**config.mk**
```make
export PLATFORM = sky130hd
export DESIGN_NAME = seg7_scan_driver_flat
export DESIGN_NICKNAME = d
export VERILOG_FILES = /design/src/rtl/seg7_scan_driver_if.sv /design/src/rtl/seg7_scan_driver.sv /design/src/flat_wrapper.sv
export SDC_FILE = /design/constraint.sdc
export NUM_CORES = 1
export LEC_CHECK = 0
export ABC_CLOCK_PERIOD_IN_PS = 7100
export CELL_PAD_IN_SITES_DETAIL_PLACEMENT = 0
export CELL_PAD_IN_SITES_GLOBAL_PLACEMENT = 1
export CORE_ASPECT_RATIO = 0.6
export CORE_UTILIZATION = 35
export CTS_CLUSTER_SIZE = 8
export DETAILED_ROUTE_END_ITERATION = 8
export HOLD_SLACK_MARGIN = 0.03
export MAX_ROUTING_LAYER = met4
export PLACE_DENSITY_LB_ADDON = 0.15
export REMOVE_ABC_BUFFERS = 1
export SYNTH_ARGS = -nofsm -noshare
export SYNTH_HDL_FRONTEND = slang
export SYNTH_SLANG_ARGS = --single-unit
export TNS_END_PERCENT = 5
```
**constraint.sdc**
```tcl
create_clock -name clk -period 7.1 [get_ports clk]
set_input_delay 0.71 -clock clk [delete_from_list [all_inputs] [get_ports clk]]
set_output_delay 0.71 -clock clk [all_outputs]
set_load 0.05 [all_outputs]
```
**src/rtl/seg7_scan_driver_if.sv**
```systemverilog
// ---------------------------------------------------------------------------
// seg7_scan_driver_if
// Purpose : bundles the datapath-side controls and the board-side display
//           pins of the multiplexed 7-segment scan driver.
// Signals :
//   enable       1 = scan runs, 0 = display dark
//   load         1-cycle strobe capturing digits_in/dp_in
//   digits_in    packed 4-bit codes, digit i = [4i+3:4i], digit 0 = LSD
//   dp_in        decimal point per digit
//   lz_suppress  1 = blank leading zeros
//   seg          segments {a..g}, a = MSB (physical polarity)
//   dp           decimal point of the active digit (physical polarity)
//   an           one-hot digit enable (physical polarity)
//   digit_idx    index of the current slot
//   frame_done   1-cycle pulse after each complete scan
// Modports: master = datapath/testbench side, slave = driver side.
// ---------------------------------------------------------------------------
interface seg7_scan_driver_if #(
  parameter int NUM_DIGITS = 4
);
  localparam int IDX_W = (NUM_DIGITS > 1) ? $clog2(NUM_DIGITS) : 1;

  logic                    enable;
  logic                    load;
  logic [4*NUM_DIGITS-1:0] digits_in;
  logic [NUM_DIGITS-1:0]   dp_in;
  logic                    lz_suppress;
  logic [6:0]              seg;
  logic                    dp;
  logic [NUM_DIGITS-1:0]   an;
  logic [IDX_W-1:0]        digit_idx;
  logic                    frame_done;

  modport master (
    output enable, load, digits_in, dp_in, lz_suppress,
    input  seg, dp, an, digit_idx, frame_done
  );

  modport slave (
    input  enable, load, digits_in, dp_in, lz_suppress,
    output seg, dp, an, digit_idx, frame_done
  );
endinterface

```
**src/rtl/seg7_scan_driver.sv**
```systemverilog
// ---------------------------------------------------------------------------
// seg7_scan_driver
// Purpose : time-multiplexed multi-digit 7-segment driver. Captures a packed
//           code word into shadow registers and scans it one digit per slot.
//           Each slot is CLK_DIV cycles: BLANK_CYCLES with all anodes off
//           (anti-ghosting) followed by the lit portion.
// Ports   :
//   clk      system clock, rising edge
//   rst_n    asynchronous active-low reset
//   io_disp  seg7_scan_driver_if.slave (controls in, display pins out)
// All outputs are registered; polarity is folded in at the output registers.
// ---------------------------------------------------------------------------
module seg7_scan_driver #(
  parameter int NUM_DIGITS     = 4,
  parameter int CLK_DIV        = 1000,
  parameter int BLANK_CYCLES   = 2,
  parameter bit HEX_EN         = 1'b0,
  parameter bit SEG_ACTIVE_LOW = 1'b0,
  parameter bit AN_ACTIVE_LOW  = 1'b1
) (
  input  logic              clk,
  input  logic              rst_n,
  seg7_scan_driver_if.slave io_disp
);

  localparam int IDX_W = (NUM_DIGITS > 1) ? $clog2(NUM_DIGITS) : 1;
  localparam int CNT_W = $clog2(CLK_DIV);

  localparam logic [IDX_W-1:0]      LAST_IDX   = IDX_W'(NUM_DIGITS - 1);
  localparam logic [CNT_W-1:0]      BLANK_LAST = CNT_W'(BLANK_CYCLES - 1);
  localparam logic [CNT_W-1:0]      SLOT_LAST  = CNT_W'(CLK_DIV - 1);
  localparam logic [6:0]            SEG_OFF    = SEG_ACTIVE_LOW ? 7'h7F : 7'h00;
  localparam logic                  DP_OFF     = SEG_ACTIVE_LOW;
  localparam logic [NUM_DIGITS-1:0] AN_OFF     = AN_ACTIVE_LOW ? {NUM_DIGITS{1'b1}} : '0;

  typedef enum logic [1:0] {IDLE, BLANK, SHOW} state_t;

  state_t                  r_state;
  logic [CNT_W-1:0]        r_cnt;
  logic [IDX_W-1:0]        r_idx;
  logic [4*NUM_DIGITS-1:0] r_shadowDigits;
  logic [NUM_DIGITS-1:0]   r_shadowDp;
  logic [6:0]              r_seg;
  logic                    r_dp;
  logic [NUM_DIGITS-1:0]   r_an;
  logic                    r_frameDone;

  state_t                  w_nextState;
  logic [CNT_W-1:0]        w_nextCnt;
  logic [IDX_W-1:0]        w_nextIdx;
  logic                    w_wrap;
  logic [4*NUM_DIGITS-1:0] w_effDigits;
  logic [NUM_DIGITS-1:0]   w_effDp;
  logic [NUM_DIGITS-1:0]   w_lzBlank;
  logic                    w_zeroRun;
  logic [3:0]              w_code;
  logic                    w_curDp;
  logic                    w_curBlank;
  logic [6:0]              w_nextSeg;
  logic                    w_nextDp;
  logic [NUM_DIGITS-1:0]   w_nextAn;

  // Active-high {a..g} pattern for one code; hex letters only when enabled.
  function automatic logic [6:0] decode(input logic [3:0] code);
    logic [6:0] pattern;
    case (code)
      4'h0: pattern = 7'b1111110;
      4'h1: pattern = 7'b0110000;
      4'h2: pattern = 7'b1101101;
      4'h3: pattern = 7'b1111001;
      4'h4: pattern = 7'b0110011;
      4'h5: pattern = 7'b1011011;
      4'h6: pattern = 7'b1011111;
      4'h7: pattern = 7'b1110000;
      4'h8: pattern = 7'b1111111;
      4'h9: pattern = 7'b1111011;
      4'hA: pattern = HEX_EN ? 7'b1110111 : 7'b0000000;
      4'hB: pattern = HEX_EN ? 7'b0011111 : 7'b0000000;
      4'hC: pattern = HEX_EN ? 7'b1001110 : 7'b0000000;
      4'hD: pattern = HEX_EN ? 7'b0111101 : 7'b0000000;
      4'hE: pattern = HEX_EN ? 7'b1001111 : 7'b0000000;
      default: pattern = HEX_EN ? 7'b1000111 : 7'b0000000;
    endcase
    return pattern;
  endfunction

  // A load on the same edge as a SHOW entry must already be visible, so the
  // decode path looks through the shadow registers to the incoming data.
  assign w_effDigits = io_disp.load ? io_disp.digits_in : r_shadowDigits;
  assign w_effDp     = io_disp.load ? io_disp.dp_in     : r_shadowDp;

  // Walk from the most significant digit down; a digit is blanked while every
  // digit at or above it is zero. Digit 0 is never part of the walk.
  always_comb begin
    w_zeroRun = io_disp.lz_suppress;
    w_lzBlank = '0;
    for (int k = NUM_DIGITS - 1; k >= 1; k--) begin
      w_zeroRun    = w_zeroRun & (w_effDigits[4*k +: 4] == 4'h0);
      w_lzBlank[k] = w_zeroRun;
    end
  end

  // Select the data of the digit owning the current slot.
  always_comb begin
    w_code     = '0;
    w_curDp    = 1'b0;
    w_curBlank = 1'b0;
    for (int i = 0; i < NUM_DIGITS; i++) begin
      if (r_idx == IDX_W'(i)) begin
        w_code     = w_effDigits[4*i +: 4];
        w_curDp    = w_effDp[i];
        w_curBlank = w_lzBlank[i];
      end
    end
  end

  // Next-state logic. The slot counter runs straight through BLANK into SHOW,
  // so a slot is always CLK_DIV cycles regardless of the blank length.
  always_comb begin
    w_nextState = r_state;
    w_nextCnt   = r_cnt;
    w_nextIdx   = r_idx;
    w_wrap      = 1'b0;
    if (!io_disp.enable) begin
      w_nextState = IDLE;
      w_nextCnt   = '0;
      w_nextIdx   = '0;
    end else begin
      case (r_state)
        IDLE: begin
          w_nextState = BLANK;
          w_nextCnt   = '0;
          w_nextIdx   = '0;
        end
        BLANK: begin
          w_nextCnt = r_cnt + 1'b1;
          if (r_cnt == BLANK_LAST) w_nextState = SHOW;
        end
        SHOW: begin
          if (r_cnt == SLOT_LAST) begin
            w_nextState = BLANK;
            w_nextCnt   = '0;
            if (r_idx == LAST_IDX) begin
              w_nextIdx = '0;
              w_wrap    = 1'b1;
            end else begin
              w_nextIdx = r_idx + 1'b1;
            end
          end else begin
            w_nextCnt = r_cnt + 1'b1;
          end
        end
        default: begin
          w_nextState = IDLE;
          w_nextCnt   = '0;
          w_nextIdx   = '0;
        end
      endcase
    end
  end

  // Output logic: segments are latched only on SHOW entry and then held, so
  // a mid-slot load cannot disturb the digit currently lit.
  always_comb begin
    w_nextAn  = AN_OFF;
    w_nextSeg = SEG_OFF;
    w_nextDp  = DP_OFF;
    if (w_nextState == SHOW) begin
      if (r_state == SHOW) begin
        w_nextAn  = r_an;
        w_nextSeg = r_seg;
        w_nextDp  = r_dp;
      end else begin
        w_nextAn  = AN_OFF ^ (NUM_DIGITS'(1) << r_idx);
        w_nextSeg = (w_curBlank ? 7'b0000000 : decode(w_code)) ^ SEG_OFF;
        w_nextDp  = w_curDp ^ DP_OFF;
      end
    end
  end

  // State, counters, shadow capture and output registers.
  always_ff @(posedge clk or negedge rst_n) begin
    if (!rst_n) begin
      r_state        <= IDLE;
      r_cnt          <= '0;
      r_idx          <= '0;
      r_shadowDigits <= '0;
      r_shadowDp     <= '0;
      r_seg          <= SEG_OFF;
      r_dp           <= DP_OFF;
      r_an           <= AN_OFF;
      r_frameDone    <= 1'b0;
    end else begin
      r_state     <= w_nextState;
      r_cnt       <= w_nextCnt;
      r_idx       <= w_nextIdx;
      r_seg       <= w_nextSeg;
      r_dp        <= w_nextDp;
      r_an        <= w_nextAn;
      r_frameDone <= w_wrap;
      if (io_disp.load) begin
        r_shadowDigits <= io_disp.digits_in;
        r_shadowDp     <= io_disp.dp_in;
      end
    end
  end

  assign io_disp.seg        = r_seg;
  assign io_disp.dp         = r_dp;
  assign io_disp.an         = r_an;
  assign io_disp.digit_idx  = r_idx;
  assign io_disp.frame_done = r_frameDone;

endmodule

```
**src/flat_wrapper.sv**
```systemverilog
// flat-port wrapper written by rule: the top's interface ports become plain ports
module seg7_scan_driver_flat 
#(
  parameter int NUM_DIGITS     = 4,
  parameter int CLK_DIV        = 1000,
  parameter int BLANK_CYCLES   = 2,
  parameter bit HEX_EN         = 1'b0,
  parameter bit SEG_ACTIVE_LOW = 1'b0,
  parameter bit AN_ACTIVE_LOW  = 1'b1
)
  (clk, rst_n, io_disp_enable, io_disp_load, io_disp_digits_in, io_disp_dp_in, io_disp_lz_suppress, io_disp_seg, io_disp_dp, io_disp_an, io_disp_digit_idx, io_disp_frame_done);
  seg7_scan_driver_if #(.NUM_DIGITS(NUM_DIGITS)) io_disp_i ();
  input  logic clk;
  input  logic rst_n;
  input wire logic [$bits(io_disp_i.enable)-1:0] io_disp_enable;
  input wire logic [$bits(io_disp_i.load)-1:0] io_disp_load;
  input wire logic [$bits(io_disp_i.digits_in)-1:0] io_disp_digits_in;
  input wire logic [$bits(io_disp_i.dp_in)-1:0] io_disp_dp_in;
  input wire logic [$bits(io_disp_i.lz_suppress)-1:0] io_disp_lz_suppress;
  output wire logic [$bits(io_disp_i.seg)-1:0] io_disp_seg;
  output wire logic [$bits(io_disp_i.dp)-1:0] io_disp_dp;
  output wire logic [$bits(io_disp_i.an)-1:0] io_disp_an;
  output wire logic [$bits(io_disp_i.digit_idx)-1:0] io_disp_digit_idx;
  output wire logic [$bits(io_disp_i.frame_done)-1:0] io_disp_frame_done;
  assign io_disp_i.enable = io_disp_enable;
  assign io_disp_i.load = io_disp_load;
  assign io_disp_i.digits_in = io_disp_digits_in;
  assign io_disp_i.dp_in = io_disp_dp_in;
  assign io_disp_i.lz_suppress = io_disp_lz_suppress;
  assign io_disp_seg = io_disp_i.seg;
  assign io_disp_dp = io_disp_i.dp;
  assign io_disp_an = io_disp_i.an;
  assign io_disp_digit_idx = io_disp_i.digit_idx;
  assign io_disp_frame_done = io_disp_i.frame_done;
  seg7_scan_driver #(.NUM_DIGITS(NUM_DIGITS), .CLK_DIV(CLK_DIV), .BLANK_CYCLES(BLANK_CYCLES), .HEX_EN(HEX_EN), .SEG_ACTIVE_LOW(SEG_ACTIVE_LOW), .AN_ACTIVE_LOW(AN_ACTIVE_LOW)) u_core (.clk(clk), .rst_n(rst_n), .io_disp(io_disp_i));
endmodule
```
==> summary.txt, run 1 <==
Status
  • Status: complete, but fails checks
  • Violated checks: DRC

GRT
  • Initial antenna violation count: 0
  • First-pass GRT wire length: approximately 10 mm
  • Largest net degree at the start of global routing: 48
  • Grt total ovfl: 0
  • GRT Util Overall: 18.00%
  • Number of global-route vias before repair: ~1,900

STA
  • Final Hold Viols: 0
  • Final Cycle Share: a little under half
  • Worst Max-Slew Pin Slew: between 1000 and 1500 ps
  • Unrepaired setup endpoints after global routing: false
  • Fin. max-slew vios: 0
  • Slew margin rel.: 30.09%
  • Max Freq: between 200 and 300 MHz
  • Setup tns final: 0 ps
  • Layout Skew: 8.195 ps
  • Final setup vio count: 0
  • Tmin final: 3373 ps

Synthesis
  • Synth top cells by count: dfrtp_1 (43), nor2_1 (28), mux2_2 (17), nand2_1 (17), inv_1 (16)
  • Cell accounting for the most synthesized area: dfrtp_1
  • Mapped Area: 2556 µm²
  • Synth unique cells: between 40 and 50
  • Async SR Flop Fraction: 100.0%
  • Post-synth EDFFs: 0
  • Primary FF master, synth: dfrtp_1
  • Mapped Cells: approximately 240
  • Synth top area cells: dfrtp_1 (42%), mux2_2 (7.5%), ha_1 (7.3%)
  • Synthesized area per cell: 10.56 µm²
  • Synth Warn #: 0
  • Synth top area share: between 40% and 50%
  • Count leader, synth: dfrtp_1
  • Seq/Total Area, Yosys: between 40% and 50%
  • Yosys reg bits: 47

Floorplanning
  • Die width: 112.3 µm
  • Rows: 23
  • Die Span Y: 68.20 µm
  • IO Pins: 40
  • Effective utilization at floorplan: 37.17%
  • Placeable Area: 6878 µm²
  • Area of the die: 7660 µm²

Detailed routing
  • Antenna Nets Post-Route: 0
  • Met1 Wirelength: around 3.5 mm
  • Vias per std cell: 4.995
  • Iteration-0 DRC Markers: 110
  • Met2 WL post-DR: slightly above 2 mm
  • DRC viols: 3
  • Post-Route WL: about 5.9 mm
  • Max layer used: met4
  • Via count: 1,838
  • DR pass1 iterations: 6
  • WL per Instance: 16.09 µm
  • Met3 wire length: roughly 300 µm

Critical path
  • Crit. End Element: flip-flop
  • Max incr delay on CP: 1150 ps
  • Bufs and invs on worst path: 1
  • Worst setup SP type: input pin
  • CP required: 7280 ps
  • Max FO, Critical Path: 24
  • Slowest-stage cell, CP: clkdlybuf4s50_1
  • Critical path cell sequence: clkdlybuf4s50_1 -> mux2_2 -> a22oi_1 -> a221o_1 -> ha_1 -> nor2b_1 -> nor3_1 -> o21ai_1
  • Crit path max-delay family: buffers and inverters
  • Critical path class: input pin to flip-flop
  • R2r setup slk: 4480 ps
  • WP data arrival: ~3600 ps

Final layout
  • Share of layout cells above drive strength 1: 13.88%
  • Area delta synth->final: 23.45%
  • N_diodes: 0
  • Non-Filler Instances: between 300 and 400
  • Final nets: 320

Clock network
  • Clk buf depth: 2
  • Postcts setup bufs: 0
  • Worst skew pair latency: 290 ps
  • Clock tree from TritonCTS: built
  • Cts bufs inserted: 5
  • Root Driver: clkbuf_16
  • CTS Sinks: 47
  • # hold bufs at CTS: 0
  • Cts repair resizes: 0
  • H-tree depth: 2
  • Reg clk slew, reported paths: 70 ps

Power and ir drop
  • Maximum vdd ir drop: 0.1072 mV
  • Leakage power: 1.312 nW
  • PwrDens: 202.5 nW/µm²

Placement
  • Placed cells: 360
  • IO buf count: 39
  • Dpl hpwl: approximately 4.3 mm
  • Gpl congestion: just under 0.8

Worst hold path
  • Worst Hold Class: flip-flop to flip-flop

Job
  • Max cap viols: 0
[sequential cells by signal (all words and copies together) (netlist names)]
| register | flops |
|---|---|
| u_core.r_shadowDigits | 16 |
| u_core.r_cnt | 10 |
| u_core.io_disp.seg | 7 |
| u_core.io_disp.an | 4 |
| u_core.r_shadowDp | 4 |
| u_core.io_disp.digit_idx | 2 |
| u_core.r_state | 2 |
| u_core.io_disp.dp | 1 |
| u_core.io_disp.frame_done | 1 |
[tightest hold or removal path: cells and delay by family (launching register included)]
kind | cells | cell delay [ps]
DFF | 1 | 370
buffers and inverters | 1 | 40
AOI/OAI and AO/OA | 1 | 60
[cells in the final DEF (no fill, tap or decap), types with 5 or more instances in the layout]
| master | instances |
|---|---|
| inv_1 | 16 |
| nor3_1 | 5 |
| o21ai_1 | 6 |
| nor2_1 | 28 |
| mux2_2 | 17 |
| ha_1 | 15 |
| nand2_1 | 17 |
| a22oi_1 | 10 |
| dfrtp_1 | 43 |
| clkdlybuf4s50_1 | 38 |
| clkbuf_16 | 5 |
| nor2b_1 | 5 |
| mux2i_1 | 5 |
| xnor2_1 | 6 |
| nand3_1 | 10 |
| a21oi_1 | 7 |
[power by group]
group | total, W | internal [W] | switching (W) | leakage [nW]
clock | 0.000276 | 0.000167 | 0.000108 | 0.0804
combinational | 0.0000785 | 0.0000371 | 0.0000414 | 0.636
sequential | 0.000285 | 0.000280 | 0.00000507 | 0.596
[layout make-up]
| class | count | area (µm²) |
|---|---|---|
| multi-input combinational | 170 | 1241 |
| clock buffer | 5 | 125.1 |
| tap | 87 | 108.9 |
| fill | 663 | 3722 |
| inverter | 16 | 60.06 |
| sequential | 47 | 1181 |
| clock inverter | 3 | 46.29 |
| timing repair buffer | 40 | 392.9 |
[routing by layer]
metal / vias to the layer above / GRT usage, %
li1: 920 / -
met1: 868 / 28.24
met2: 44 / 22.13
met4: 0 / 5.000
met5: - / -
met3: 6 / 3.809
[cell families (layout without fill, tap and decap cells)]
| group | Yosys count | count (layout) | share of synthesized area [%] |
|---|---|---|---|
| adder cells (fa/ha/maj) | 15 | 15 | 7.342 |
| AND/OR/NAND/NOR | 83 | 83 | 15.86 |
| XOR/XNOR | 9 | 9 | 3.084 |
| flip-flops | 47 | 47 | 46.21 |
| AO/OA/AOI/OAI | 40 | 40 | 11.99 |
| multiplexers | 23 | 23 | 10.03 |
| buffers and inverters | 25 | 64 | 5.482 |
[worst paths after layout]
| path | depth (start not counted) | start | to |
|---|---|---|---|
| min in group asynchronous | 1 | rst_n | u_core.io_disp.seg[3] |
| max in group asynchronous | 1 | rst_n | u_core.r_cnt[9] |
| worst min-delay path | 2 | u_core.io_disp.an[3] | u_core.io_disp.an[3] |
| worst max-delay path | 8 | io_disp_load | u_core.io_disp.seg[3] |
| worst max register to register | 9 | u_core.io_disp.digit_idx[1] | u_core.io_disp.seg[3] |
| worst min register to register | 2 | u_core.io_disp.an[3] | u_core.io_disp.an[3] |
[stage by stage]
stage	total power, W	instance area, µm²	hold slack (ps)	utilization (%)	setup slack, ps
6_report	0.0006391	3156	473.2	45.88	3727
5_1_grt	0.0006677	3156	507.9	45.88	3509
4_1_cts	0.0006462	3156	478.1	45.88	3733
3_5_place_dp	0.0003681	2984	464.7	43.39	3466
3_3_place_gp	0.0003678	2984	467.7	43.39	3507
2_1_floorplan	0.0003333	2476	414.4	-	4532
No activity file was read; power rests on OpenSTA's default activity.
==> run 2: changes to the inputs <==
--- a/config.mk
+++ b/config.mk
@@ -5,7 +5,7 @@
 export SDC_FILE = /design/constraint.sdc
 export NUM_CORES = 1
 export LEC_CHECK = 0
-export ABC_CLOCK_PERIOD_IN_PS = 7100
+export ABC_CLOCK_PERIOD_IN_PS = 2800
 export CELL_PAD_IN_SITES_DETAIL_PLACEMENT = 0
 export CELL_PAD_IN_SITES_GLOBAL_PLACEMENT = 1
 export CORE_ASPECT_RATIO = 0.6
==> constraint.sdc (replaced) <==
create_clock -name clk -period 2.8 [get_ports clk]
set_input_delay 0.28 -clock clk [delete_from_list [all_inputs] [get_ports clk]]
set_output_delay 0.28 -clock clk [all_outputs]
set_load 0.05 [all_outputs]
==> run 2 against run 1 <==
Net effect:
- the run still ends with DRC left
- sequential power increased to 2.5 times the previous value
- non-clock buffer count increased by 3
- register-to-register slack worse by 4100 ps
- clock power grew to 2.6 times the previous value
- critical path depth fell by 2
- final cell count up 0.82%
- hold slack worse by 270 ps
- count of clock-buffer cells in the layout up 1
- combinational power grew to 2.6 times the previous value
- utilization increased by 0.60 points
- die area stayed put
- clock skew down 3.9 ps
- largest power group unchanged
- highest routed layer unchanged
==> summary.txt, run 2 (synthesized netlist as in run 1, its figures left out) <==
Final layout
  • Finished Cell Area: 3197 µm² (was 3156 µm²)
  • Share of layout cells above drive strength 1: 14.79% (was 13.88%)
  • Multi-input logic area: 1241 µm² (unchanged)
  • N_diodes: 0 (unchanged)
  • Most frequent cells in the layout: dfrtp_1 (43), clkdlybuf4s50_1 (38), nor2_1 (28) (unchanged)
  • Final nets: 323 (was 320)
  • Reg area: 1181 µm² (unchanged)
  • Largest Register: u_core.r_shadowDigits (unchanged)
  • Filler cells: 639 (was 663)
  • Area delta synth->final: 25.06% (was 23.45%)
  • Commonest non-fill, non-tap cell in the layout: dfrtp_1 (unchanged)
  • Flip-flop count of the largest register after layout: 16 (unchanged)

Status
  • Status: complete, but fails checks (unchanged)
  • Violated checks: DRC (unchanged)

Clock network
  • # hold bufs at CTS: 0 (unchanged)
  • Clk buf depth: 2 (unchanged)
  • Clock tree from TritonCTS: built (unchanged)
  • Reg clk slew, reported paths: 70 ps (about the same)
  • H-tree depth: 2 (unchanged)
  • Worst skew pair latency: 290 ps (about the same)
  • Root Driver: clkbuf_16 (unchanged)
  • Cts bufs inserted: 5 (unchanged)
  • Postcts setup bufs: 0 (unchanged)
  • CTS Sinks: 47 (unchanged)
  • Cts repair resizes: 0 (unchanged)

Detailed routing
  • Post-Route WL: 5.761 mm (was 5.922 mm)
  • DR pass1 iterations: 6 (unchanged)
  • Iteration-0 DRC Markers: 82 (was 110)
  • Antenna Nets Post-Route: 0 (unchanged)
  • WL per Instance: 15.53 µm (was 16.09 µm)
  • Vias per std cell: 4.957 (was 4.995)
  • DRC viols: 3 (unchanged)
  • Via count: 1,839 (was 1,838)

GRT
  • Largest net degree at the start of global routing: 48 (unchanged)
  • Grt total ovfl: 0 (unchanged)
  • Initial antenna violation count: 0 (unchanged)
  • GRT Util Overall: 16.61% (was 18.00%)
  • Number of global-route vias before repair: 1,660 (was 1,851)
  • First-pass GRT wire length: 9.170 mm (was 9.998 mm)

Floorplanning
  • IO Pins: 40 (unchanged)
  • Rows: 23 (unchanged)
  • Placeable Area: 6878 µm² (unchanged)
  • Effective utilization at floorplan: 37.17% (unchanged)
  • Die Span Y: 68.20 µm (unchanged)
  • Area of the die: 7660 µm² (unchanged)
  • Die width: 112.3 µm (unchanged)

STA
  • Worst Max-Slew Pin Slew: 1119 ps (was 1049 ps)
  • Unrepaired setup endpoints after global routing: false (unchanged)
  • Final Hold Viols: 0 (unchanged)
  • Tmin final: 2422 ps
  • Max Freq: between 400 and 500 MHz
  • Final setup vio count: 0 (unchanged)
  • Layout Skew: 4.293 ps (was 8.195 ps)
  • Slew margin rel.: 24.78% (was 30.09%)
  • Fin. max-slew vios: 0 (unchanged)
  • Setup tns final: 0 ps (unchanged)
  • Final Cycle Share: between 80% and 90%
  • Worst hold slack: 198.6 ps (was 473.2 ps)

Critical path
  • WP data arrival: 2640 ps (was 3560 ps)
  • Max FO, Critical Path: 12 (was 24)
  • Crit. Startpoint: u_core.r_cnt[0] (was io_disp_load)
  • R2R depth: 6 (was 9)
  • CP required: 3020 ps (was 7280 ps)
  • Critical path class: flip-flop to flip-flop (was input pin to flip-flop)
  • R2r setup slk: 380 ps (was 4480 ps)
  • RR Endpoint: u_core.io_disp.dp (was u_core.io_disp.seg[3])
  • Reg2reg start: u_core.r_cnt[0] (was u_core.io_disp.digit_idx[1])
  • Crit. End Element: flip-flop (unchanged)
  • Worst setup SP type: flip-flop (was input pin)
  • Setup crit end: u_core.io_disp.dp (was u_core.io_disp.seg[3])

Power and ir drop
  • PwrDens: 512.8 nW/µm² (was 202.5 nW/µm²)
  • Leakage power: 1.337 nW (was 1.312 nW)
  • Maximum vdd ir drop: 0.3472 mV (was 0.1072 mV)

Placement
  • DP Area: 3019 µm² (was 2984 µm²)
  • Gpl congestion: 0.7756 (was 0.7711)
  • IO buf count: 39 (unchanged)
  • Dpl hpwl: 4.159 mm (was 4.261 mm)

Worst hold path
  • Worst Hold Class: input pin to async pin (was flip-flop to flip-flop)

Job
  • Max cap viols: 0 (unchanged)
## run 2: worst min path at each step
stage,slack (ps),startpoint,end
after global routing,300,rst_n,u_core.io_disp.seg[5]
final,200,rst_n,u_core.r_state[1]
after floorplan,-20,rst_n,u_core.io_disp.digit_idx[0]
after CTS,250,rst_n,u_core.io_disp.seg[5]
after global placement,470,u_core.io_disp.an[0],u_core.io_disp.an[0]
after detailed placement,460,u_core.io_disp.an[3],u_core.io_disp.an[3]
## run 2: layout make-up
| class | instances | share of cell area, % |
|---|---|---|
| clock buffers | 6 | 4.344 |
| clock inverters | 2 | 1.213 |
| inverters | 16 | 1.879 |
| multi-input cells | 170 | 38.83 |
| flip-flops and latches | 47 | 36.95 |
| well taps | 87 | 3.405 |
| repair buffers | 43 | 13.39 |
## run 2: power breakdown
part	switching, W	internal, W
clock	0.000266	0.000449
sequential	0.0000118	0.000710
combinational	0.000104	0.0000973
## run 2: per-stage QoR
| stage | worst slack, ps | power [W] | utilization [%] | cells |
|---|---|---|---|---|
| finish | 378.0 | 0.001639 | 46.48 | 371 |
| global route | 123.4 | 0.001711 | 46.48 | 371 |
| CTS | 320.1 | 0.001658 | 46.48 | 371 |
| detailed placement | 220.1 | 0.0009382 | 43.90 | 363 |
| global placement | 186.7 | 0.0009396 | 43.90 | 363 |
| floorplan | 231.7 | 0.0008452 | - | 233 |
## run 2: layer usage
metal / share of wire (%) / vias up / wire [µm] / global-route usage [%]
li1: - / 926 / - / -
met1: 63 / 854 / 3618 / 28.27
met2: 32 / 54 / 1825 / 17.24
met3: 4.8 / 5 / 276 / 3.543
met4: 0.69 / 0 / 40 / 4.500
met5: 0 / - / 0 / -
## run 2: worst max-delay path: stages (launching register included)
cell      delay (ps)
dfrtp_1          420
ha_1             290
nand4_1          110
nor4_1            90
nand2b_1         210
nor4_2           960
a22o_1           270
